--- config.mk ---
export PLATFORM = sky130hd
export DESIGN_NAME = cobs_serial_tx
export DESIGN_NICKNAME = d
export VERILOG_FILES = /design/src/rtl/cobs_serial_tx.sv
export SDC_FILE = /design/constraint.sdc
export NUM_CORES = 2
export LEC_CHECK = 0
export BUFFER_PORTS_ARGS = -buffer_cell sky130_fd_sc_hd__buf_4
export CAP_MARGIN = 20
export CORE_MARGIN = 2
export CORE_UTILIZATION = 40
export DETAILED_ROUTE_END_ITERATION = 16
export SYNTH_ARGS = -nofsm -noshare
export SYNTH_HDL_FRONTEND = slang
export SYNTH_SLANG_ARGS = --single-unit
--- constraint.sdc ---
create_clock -name CLK -period 2.6 [get_ports CLK]
set_clock_uncertainty 0.15 [all_clocks]
set_input_delay 0.13 -clock CLK [delete_from_list [all_inputs] [get_ports CLK]]
set_output_delay 0.13 -clock CLK [all_outputs]
set_load 0.01 [all_outputs]
--- src/rtl/cobs_serial_tx.sv ---
// cobs_serial_tx
//
// Purpose:
//   Takes a frame of raw bytes from a valid/ready stream and COBS-encodes it
//   in groups of up to 254 non-zero bytes. The encoded stream, followed by a
//   0x00 frame delimiter, is shifted out on TXD as 8N1 UART with no idle gaps
//   between bytes of the same frame.
//
// Ports:
//   CLK       in   clock
//   RST       in   synchronous reset, active low
//   IN_VALID  in   IN_DATA / IN_LAST are valid
//   IN_DATA   in   raw payload byte (0x00 allowed)
//   IN_LAST   in   IN_DATA is the final byte of the frame
//   IN_READY  out  a byte is accepted this cycle when IN_VALID is also high
//   TXD       out  UART line, idles high
//   BUSY      out  high from the first accepted byte until the delimiter's
//                  stop bit has completed
module cobs_serial_tx #(
  parameter int unsigned CLKS_PER_BIT = 116
) (
  input  logic       CLK,
  input  logic       RST,
  input  logic       IN_VALID,
  input  logic [7:0] IN_DATA,
  input  logic       IN_LAST,
  output logic       IN_READY,
  output logic       TXD,
  output logic       BUSY
);

  typedef enum logic [2:0] {
    ENC_FILL,
    ENC_EMIT_CODE,
    ENC_EMIT_DATA,
    ENC_EMIT_DELIM,
    ENC_WAIT_DELIM
  } enc_state_t;

  typedef enum logic [1:0] {
    UART_IDLE,
    UART_START,
    UART_DATA,
    UART_STOP
  } uart_state_t;

  localparam logic [15:0] BAUD_LAST = 16'(CLKS_PER_BIT - 1);

  // Group buffer holding the non-zero bytes of the group being built.
  logic [7:0] grp_mem [0:253];

  enc_state_t  enc_state_q,  enc_state_d;
  logic [7:0]  cnt_q,        cnt_d;
  logic [7:0]  code_q,       code_d;
  logic [7:0]  idx_q,        idx_d;
  logic        last_q,       last_d;
  logic        zero_last_q,  zero_last_d;
  logic        busy_q,       busy_d;
  logic        in_ready_q,   in_ready_d;

  uart_state_t uart_state_q, uart_state_d;
  logic [15:0] baud_cnt_q,   baud_cnt_d;
  logic [3:0]  bit_cnt_q,    bit_cnt_d;
  logic [7:0]  shift_q,      shift_d;
  logic        uart_delim_q, uart_delim_d;
  logic        txd_q,        txd_d;

  logic       accept;
  logic       mem_we;
  logic       baud_last;
  logic       uart_ready;
  logic       tx_valid;
  logic       tx_fire;
  logic       delim_done;
  logic       group_done;
  logic [7:0] tx_byte;

  assign IN_READY = in_ready_q;
  assign TXD      = txd_q;
  assign BUSY     = busy_q;

  // Handshake between the encoder and the UART. The UART can take a new byte
  // while idle or in the final cycle of a stop bit, which is what makes
  // consecutive bytes leave the line back to back.
  always_comb begin
    accept     = IN_VALID && in_ready_q;
    baud_last  = (baud_cnt_q == BAUD_LAST);
    uart_ready = (uart_state_q == UART_IDLE) ||
                 ((uart_state_q == UART_STOP) && baud_last);
    tx_valid   = (enc_state_q == ENC_EMIT_CODE) ||
                 (enc_state_q == ENC_EMIT_DATA) ||
                 (enc_state_q == ENC_EMIT_DELIM);
    tx_fire    = tx_valid && uart_ready;
    delim_done = (uart_state_q == UART_STOP) && baud_last && uart_delim_q;
  end

  // Byte offered to the UART in each emitting state.
  always_comb begin
    tx_byte = 8'h00;
    case (enc_state_q)
      ENC_EMIT_CODE: tx_byte = code_q;
      ENC_EMIT_DATA: tx_byte = grp_mem[idx_q];
      default:       tx_byte = 8'h00;
    endcase
  end

  // Encoder next-state logic: build a group, then hand its code byte and data
  // bytes to the UART one at a time.
  always_comb begin
    enc_state_d = enc_state_q;
    cnt_d       = cnt_q;
    code_d      = code_q;
    idx_d       = idx_q;
    last_d      = last_q;
    zero_last_d = zero_last_q;
    busy_d      = busy_q;
    mem_we      = 1'b0;
    group_done  = 1'b0;

    case (enc_state_q)
      ENC_FILL: begin
        if (accept) begin
          busy_d = 1'b1;
          idx_d  = 8'd0;
          if (IN_DATA != 8'h00) begin
            mem_we = 1'b1;
            cnt_d  = cnt_q + 8'd1;
            if (cnt_q == 8'd253) begin
              // A full group carries no implied zero, so a frame ending here
              // needs no trailing 0x01 group.
              code_d      = 8'hFF;
              last_d      = IN_LAST;
              zero_last_d = 1'b0;
              enc_state_d = ENC_EMIT_CODE;
            end else if (IN_LAST) begin
              code_d      = cnt_q + 8'd2;
              last_d      = 1'b1;
              zero_last_d = 1'b0;
              enc_state_d = ENC_EMIT_CODE;
            end
          end else begin
            // A trailing zero still needs an empty group after this one.
            code_d      = cnt_q + 8'd1;
            last_d      = IN_LAST;
            zero_last_d = IN_LAST;
            enc_state_d = ENC_EMIT_CODE;
          end
        end
      end

      ENC_EMIT_CODE: begin
        if (tx_fire) begin
          if (code_q == 8'd1) begin
            group_done = 1'b1;
          end else begin
            enc_state_d = ENC_EMIT_DATA;
          end
        end
      end

      ENC_EMIT_DATA: begin
        if (tx_fire) begin
          if ((idx_q + 8'd2) == code_q) begin
            group_done = 1'b1;
          end else begin
            idx_d = idx_q + 8'd1;
          end
        end
      end

      ENC_EMIT_DELIM: begin
        if (tx_fire) begin
          enc_state_d = ENC_WAIT_DELIM;
        end
      end

      ENC_WAIT_DELIM: begin
        // Hold the input off until the delimiter has fully left the line so
        // BUSY and IN_READY never overlap two frames.
        if (delim_done) begin
          enc_state_d = ENC_FILL;
          cnt_d       = 8'd0;
          last_d      = 1'b0;
          busy_d      = 1'b0;
        end
      end

      default: enc_state_d = ENC_FILL;
    endcase

    if (group_done) begin
      idx_d = 8'd0;
      if (!last_q) begin
        enc_state_d = ENC_FILL;
        cnt_d       = 8'd0;
      end else if (zero_last_q) begin
        // Reuse the code path to send the empty 0x01 group.
        code_d      = 8'd1;
        zero_last_d = 1'b0;
        enc_state_d = ENC_EMIT_CODE;
      end else begin
        enc_state_d = ENC_EMIT_DELIM;
      end
    end

    in_ready_d = (enc_state_d == ENC_FILL);
  end

  // UART next-state logic: start bit, eight data bits LSB first, stop bit,
  // each held for CLKS_PER_BIT cycles. TXD is registered from txd_d.
  always_comb begin
    uart_state_d = uart_state_q;
    baud_cnt_d   = baud_cnt_q;
    bit_cnt_d    = bit_cnt_q;
    shift_d      = shift_q;
    uart_delim_d = uart_delim_q;
    txd_d        = txd_q;

    case (uart_state_q)
      UART_IDLE: begin
        txd_d      = 1'b1;
        baud_cnt_d = 16'd0;
      end

      UART_START: begin
        if (baud_last) begin
          uart_state_d = UART_DATA;
          baud_cnt_d   = 16'd0;
          bit_cnt_d    = 4'd0;
          txd_d        = shift_q[0];
        end else begin
          baud_cnt_d = baud_cnt_q + 16'd1;
        end
      end

      UART_DATA: begin
        if (baud_last) begin
          baud_cnt_d = 16'd0;
          if (bit_cnt_q == 4'd7) begin
            uart_state_d = UART_STOP;
            txd_d        = 1'b1;
          end else begin
            bit_cnt_d = bit_cnt_q + 4'd1;
            shift_d   = shift_q >> 1;
            txd_d     = shift_q[1];
          end
        end else begin
          baud_cnt_d = baud_cnt_q + 16'd1;
        end
      end

      UART_STOP: begin
        if (baud_last) begin
          uart_state_d = UART_IDLE;
          baud_cnt_d   = 16'd0;
          uart_delim_d = 1'b0;
        end else begin
          baud_cnt_d = baud_cnt_q + 16'd1;
        end
      end

      default: uart_state_d = UART_IDLE;
    endcase

    // A new byte overrides the stop-to-idle transition so the next start bit
    // follows the previous stop bit immediately.
    if (tx_fire) begin
      uart_state_d = UART_START;
      baud_cnt_d   = 16'd0;
      shift_d      = tx_byte;
      uart_delim_d = (enc_state_q == ENC_EMIT_DELIM);
      txd_d        = 1'b0;
    end
  end

  // State registers for both FSMs and the registered outputs.
  always_ff @(posedge CLK) begin
    if (!RST) begin
      enc_state_q  <= ENC_FILL;
      cnt_q        <= 8'd0;
      code_q       <= 8'd0;
      idx_q        <= 8'd0;
      last_q       <= 1'b0;
      zero_last_q  <= 1'b0;
      busy_q       <= 1'b0;
      in_ready_q   <= 1'b0;
      uart_state_q <= UART_IDLE;
      baud_cnt_q   <= 16'd0;
      bit_cnt_q    <= 4'd0;
      shift_q      <= 8'd0;
      uart_delim_q <= 1'b0;
      txd_q        <= 1'b1;
    end else begin
      enc_state_q  <= enc_state_d;
      cnt_q        <= cnt_d;
      code_q       <= code_d;
      idx_q        <= idx_d;
      last_q       <= last_d;
      zero_last_q  <= zero_last_d;
      busy_q       <= busy_d;
      in_ready_q   <= in_ready_d;
      uart_state_q <= uart_state_d;
      baud_cnt_q   <= baud_cnt_d;
      bit_cnt_q    <= bit_cnt_d;
      shift_q      <= shift_d;
      uart_delim_q <= uart_delim_d;
      txd_q        <= txd_d;
    end
  end

  // Group buffer write port; contents need no reset since cnt gates reads.
  always_ff @(posedge CLK) begin
    if (mem_we) begin
      grp_mem[cnt_q] <= IN_DATA;
    end
  end

endmodule

* Word-level counts from Yosys, hierarchy flattened
Memory sizes are Yosys's and may differ from the RTL's. A register that Yosys moved wholly into a read port is not among the register bits.
Cells that the tools add are included.
** Storage, ports and cells
- Flip-flop bits (word level) :: 63
- Bits in writable memories :: 2032
- Output and inout bits :: 3
- Logic and storage cells :: 165
- Memories :: 1
** Operators by class
- Add/sub/neg operators :: 6
- Eq/ne operators :: 27
- Mux-type cells :: 83
- Bitwise gates (word level) :: 1
- Reductions and logical operators :: 32
** Memories
- grp_mem :: depth 254, width 8, read ports 1, clocked after Yosys merged registers in 1, wr ports 1, line 50 : logic [7:0] grp_mem [0:253];
** Operator list (number)
- $mux 8 :: 22
- $pmux 8 s2 :: 3
- $pmux 16 s2 :: 1
- $mux 1 :: 31
- $mux 3 :: 9
- $ne 2x2->1 const B :: 10
- $add 16x1->16 const B :: 1
- $add 8x1->8 const B :: 2
- $add 8x2->8 const B :: 2
- $eq 16x7->1 const B :: 1
- $mux 16 :: 1
- $pmux 3 s5 :: 1
- $mux 2 :: 6
- $mux 4 :: 3
- $ne 3x3->1 const B :: 4
- $reduce_and 4->1 :: 3
- $reduce_bool 2->1 :: 6
- $reduce_and 5->1 :: 2
- $reduce_and 3->1 :: 3
- $eq 8x1->1 const B :: 1
- $eq 8x8->1 :: 1
- $eq 8x8->1 const B :: 1
- $pmux 4 s2 :: 1
- $reduce_bool 4->1 :: 2
- other kinds (21) :: 32

* Logic depth before layout (Yosys ltp)
- Word-level depth :: 9
- Depth in mapped cells :: 13
- Depth with buffers taken out :: 8

* Worst setup path before layout
OpenSTA, ideal clock, no wires.
- Kind :: register -> register
- From :: register enc_state_q[1]
- To :: memory grp_mem[231][0], enable pin
- Arrival time :: 2291 ps
- Data required time :: 2080 ps
- Slack :: -211 ps
- Stages on the path, launching flop included :: 9
- Period minus slack after synthesis :: 2811 ps
- Cell sequence :: dfxtp_1 -> clkbuf_1 -> nor3_1 -> nand3_1 -> nor2_1 -> clkbuf_1 -> nand4_1 -> clkbuf_1 -> nor2_1
** Between the ends
- Cells in the longest elaborated chain, start to end :: 4
** RTL lines
- start: declaration :: line 52 : enc_state_t enc_state_q, enc_state_d;
- start signal: assignment :: line 294 : enc_state_q <= enc_state_d;
- $logic_not 3->1 :: line 120 : case (enc_state_q)
- $mux 1 :: line 120
- $mux 1 :: line 313 : if (mem_we) begin
- $mux 1 (not written as such) :: line 314 : grp_mem[cnt_q] <= IN_DATA;
- end: declaration :: line 50
No other way between the ends.

==> impl_metrics.json <==
{
  "setup_ws_ns": -0.520,
  "fmax_mhz": 321,
  "area_growth_pct": 23.1,
  "min_path_type": "in2reg",
  "hold_violations": 0,
  "finalSetupTns_ns": -5.64,
  "finalCriticalPeriod_ns": 3.12,
  "place.gp.congestion": 0.912,
  "synthesis.instances": 4172,
  "core_area_um2": 205000,
  "worst-path-max-fanout": 6,
  "fp-row-count": 166,
  "antenna_found_initial": 3,
  "synthesis.area_um2": 82700,
  "antennaDiodeCount": 0,
  "synth_area_leaders": "edfxtp_1 (74%), mux4_2 (13%), dfxtp_1 (1.7%), nor2_1 (1.6%), mux2i_1 (1.5%)",
  "hpwlAfterDp_mm": 154,
  "worstMarginPinSlew_ns": 1.22,
  "synth_cell_type_count": 72,
  "drt_iter0_markers": 5567,
  "hold_depth": 3,
  "dr.pass1.iters": 6,
  "layout.nets": 4907,
  "ff2ff_setup_slack_ns": -0.52,
  "worstSkewPairLatency_ns": 0.87,
  "status": "finished with violations",
  "finalSetupViolations": 23,
  "ys_warn_count": 0,
  "cts_tree": "yes",
  "finalPower_w": 0.0698,
  "grt_max_degree": 205,
  "ant_nets": 0,
  "rsz0062_at_grt": "true",
  "ff2ff_path_depth": 9,
  "cp-start-kind": "flop",
  "min_to": "enc_state_q[0]",
  "port_buffers": 14,
  "yosys.area.top_type": "edfxtp_1",
  "synth_enable_flop_cells": 2032,
  "yosys_register_bits": 2103,
  "fin_util": 0.496,
  "cts.path.max_buffers": 3,
  "cts-root-buf": "clkbuf_16",
  "grt_usage": 0.227,
  "critPathArrivalTime_ns": 3.73,
  "drive_gt1_frac": 0.376,
  "clock-sinks": 2103,
  "report.final.slew_viol_count": 0,
  "vias_per_cell": 5.84,
  "die_h_um": 459,
  "drc": 0,
  "cts_buffers": 205,
  "overflow": 0,
  "violations": "setup timing",
  "path_clk_slew_ns": 0.06,
  "num_io_pins": 15,
  "critPathKind": "reg2reg",
  "die-width_um": 459,
  "leakagePower_nw": 31.5,
  "synth_nets": 4198,
  "grt_pass1_vias": 45100,
  "vias": 45300,
  "hp-start": "RST",
  "async_flop_share": 0,
  "worstReg2RegEnd": "shift_q[0]",
  "wl_per_cell_um": 31.0,
  "post-route-period-util": 1.20,
  "power_density_nw_per_um2": 685,
  "slew_headroom": 0.188,
  "drt-total-wl_mm": 240,
  "cts_max_level": 4,
  "vdd_ir_drop_max_uv": 669,
  "yosysTopAreaCellShare": 0.738,
  "syn-mean-instance-area_um2": 19.8,
  "endpoint_kind": "flop",
  "seq_area_frac_synth": 0.755,
  "initial_core_util": 0.403,
  "die-area_um2": 210000,
  "synthFlopType": "edfxtp_1",
  "n_fill_cell": 16500,
  "drv_cap": 0,
  "cp.required_ns": 3.21,
  "grt_pass1_wl_mm": 341
}
[sequential cells by signal, summed over array words and instances, names as in the netlist, named ones only]
| signal | cells |
|---|---|
| TXD | 1 |
| code_q | 8 |
| enc_state_q | 3 |
| uart_state_q | 2 |
| baud_cnt_q | 16 |
| zero_last_q | 1 |
| cnt_q | 8 |
| IN_READY | 1 |
| last_q | 1 |
| idx_q | 8 |
| shift_q | 8 |
| grp_mem | 2032 |
| BUSY | 1 |
| uart_delim_q | 1 |
| bit_cnt_q | 4 |
[what timing repair did]
action,CTS,global route
cloned,7,1
hold endpoints to repair,550,0
gates resized for setup,470,146
buffers inserted,48,49
hold buffers,13,0
pin swaps,30,52
endpoints found under the setup margin,1735,1920
[cell families (layout without fill, tap and decap cells)]
logic type,count (synthesis),count (layout),share of synthesized area
DFF,2103,2103,0.755
muxes,643,643,0.152
xor gates and xnor gates,22,22,0.00233
buffers and inverters,250,1139,0.0163
adders and majority gates,14,14,0.00212
AOI/OAI and AO/OA,394,394,0.0317
and+or+nand+nor,746,746,0.0405
[worst max-delay path, stage by stage, from the launching register on]
cell     delay, ns
dfxtp_4       0.37
buf_4         0.15
buf_16        0.18
mux4_2        0.55
mux4_2        0.58
or4_1         0.43
o21ai_0       0.10
nor4_1        0.08
buf_4         0.15
a32o_1        0.25
[cells in the final DEF, fill, tap and decap left out, types with 17 or more instances in the layout]
| cell | netlist | layout |
|---|---|---|
| edfxtp_1 | 2032 | 2032 |
| buf_4 | 26 | 519 |
| mux4_2 | 490 | 490 |
| clkbuf_16 | 0 | 209 |
| nor2_4 | 0 | 199 |
| nand2_1 | 172 | 167 |
| buf_12 | 0 | 145 |
| mux2i_1 | 124 | 119 |
| nor2_1 | 349 | 106 |
| a21oi_1 | 86 | 70 |
| dfxtp_1 | 71 | 63 |
| o21ai_0 | 70 | 53 |
| clkinv_1 | 1 | 53 |
| clkbuf_1 | 101 | 48 |
| nor2_2 | 1 | 45 |
| o22ai_1 | 47 | 39 |
| nand3_1 | 38 | 34 |
| o221ai_1 | 37 | 32 |
| clkinv_2 | 0 | 31 |
| a22oi_1 | 33 | 27 |
| mux2_2 | 29 | 26 |
| bufinv_16 | 0 | 25 |
| and3_1 | 24 | 23 |
| buf_6 | 32 | 23 |
| nor2b_1 | 23 | 22 |
| nor3_1 | 25 | 19 |
| or3_1 | 22 | 19 |
| buf_16 | 0 | 17 |
[cell type report]
| class | instances | area (um^2) | share of cell area |
|---|---|---|---|
| multi-input combinational | 1819 | 21200 | 0.208 |
| sequential | 2103 | 62500 | 0.613 |
| timing repair buffer | 733 | 7900 | 0.0775 |
| tap | 2688 | 3360 | 0.0330 |
| inverter | 19 | 73.8 | 0.000725 |
| clock buffer | 259 | 5430 | 0.0533 |
| clock inverter | 128 | 1420 | 0.0140 |
[synthesized netlist by cell type, drive strengths merged, types with 16 or more instances]
master     n
edfxtp  2032
mux4     490
nor2     350
nand2    172
buf      130
mux2i    124
clkbuf   101
a21oi     86
o21ai     73
dfxtp     71
o22ai     47
nand3     38
o221ai    37
a22oi     33
mux2      29
and3      26
nor3      25
nor2b     23
or3       22
a211oi    19
inv       18
nand2b    17
nand4     16
nor4      16
[metal layers]
metal	global-route usage	routed length (um)	part of all wire
met5	0	75	0.00031
met2	0.350	112000	0.47
met1	0.327	99200	0.41
met3	0.0442	21600	0.090
met4	0.0720	7350	0.031
[metrics by stage]
step,setup WS (ns),std cells,instance area (um^2),hold WS (ns)
3_5_place_dp,-0.909,7250,91200,0.305
3_3_place_gp,-0.925,7249,91200,0.294
5_1_grt,-0.534,7749,102000,0.0935
2_1_floorplan,-0.144,4172,83100,0.0789
4_1_cts,-0.499,7701,101000,0.0287
6_report,-0.520,7749,102000,0.0885
[report_power, final]
part | leakage (nW) | switching, W | internal (W)
sequential | 18.8 | 0.0000432 | 0.0372
combinational | 9.39 | 0.00141 | 0.000748
clock | 3.31 | 0.0131 | 0.0173
[worst max-delay path by stage]
stage / slack, ns / to / startpoint
after floorplan: -0.14 / grp_mem[77][0] / enc_state_q[1]
after global placement: -0.92 / shift_q[2] / flop
after detailed placement: -0.91 / shift_q[2] / flop
after CTS: -0.50 / shift_q[1] / flop
after global routing: -0.53 / shift_q[1] / flop
final: -0.52 / shift_q[0] / flop
No activity file was read; power rests on OpenSTA's default activity.
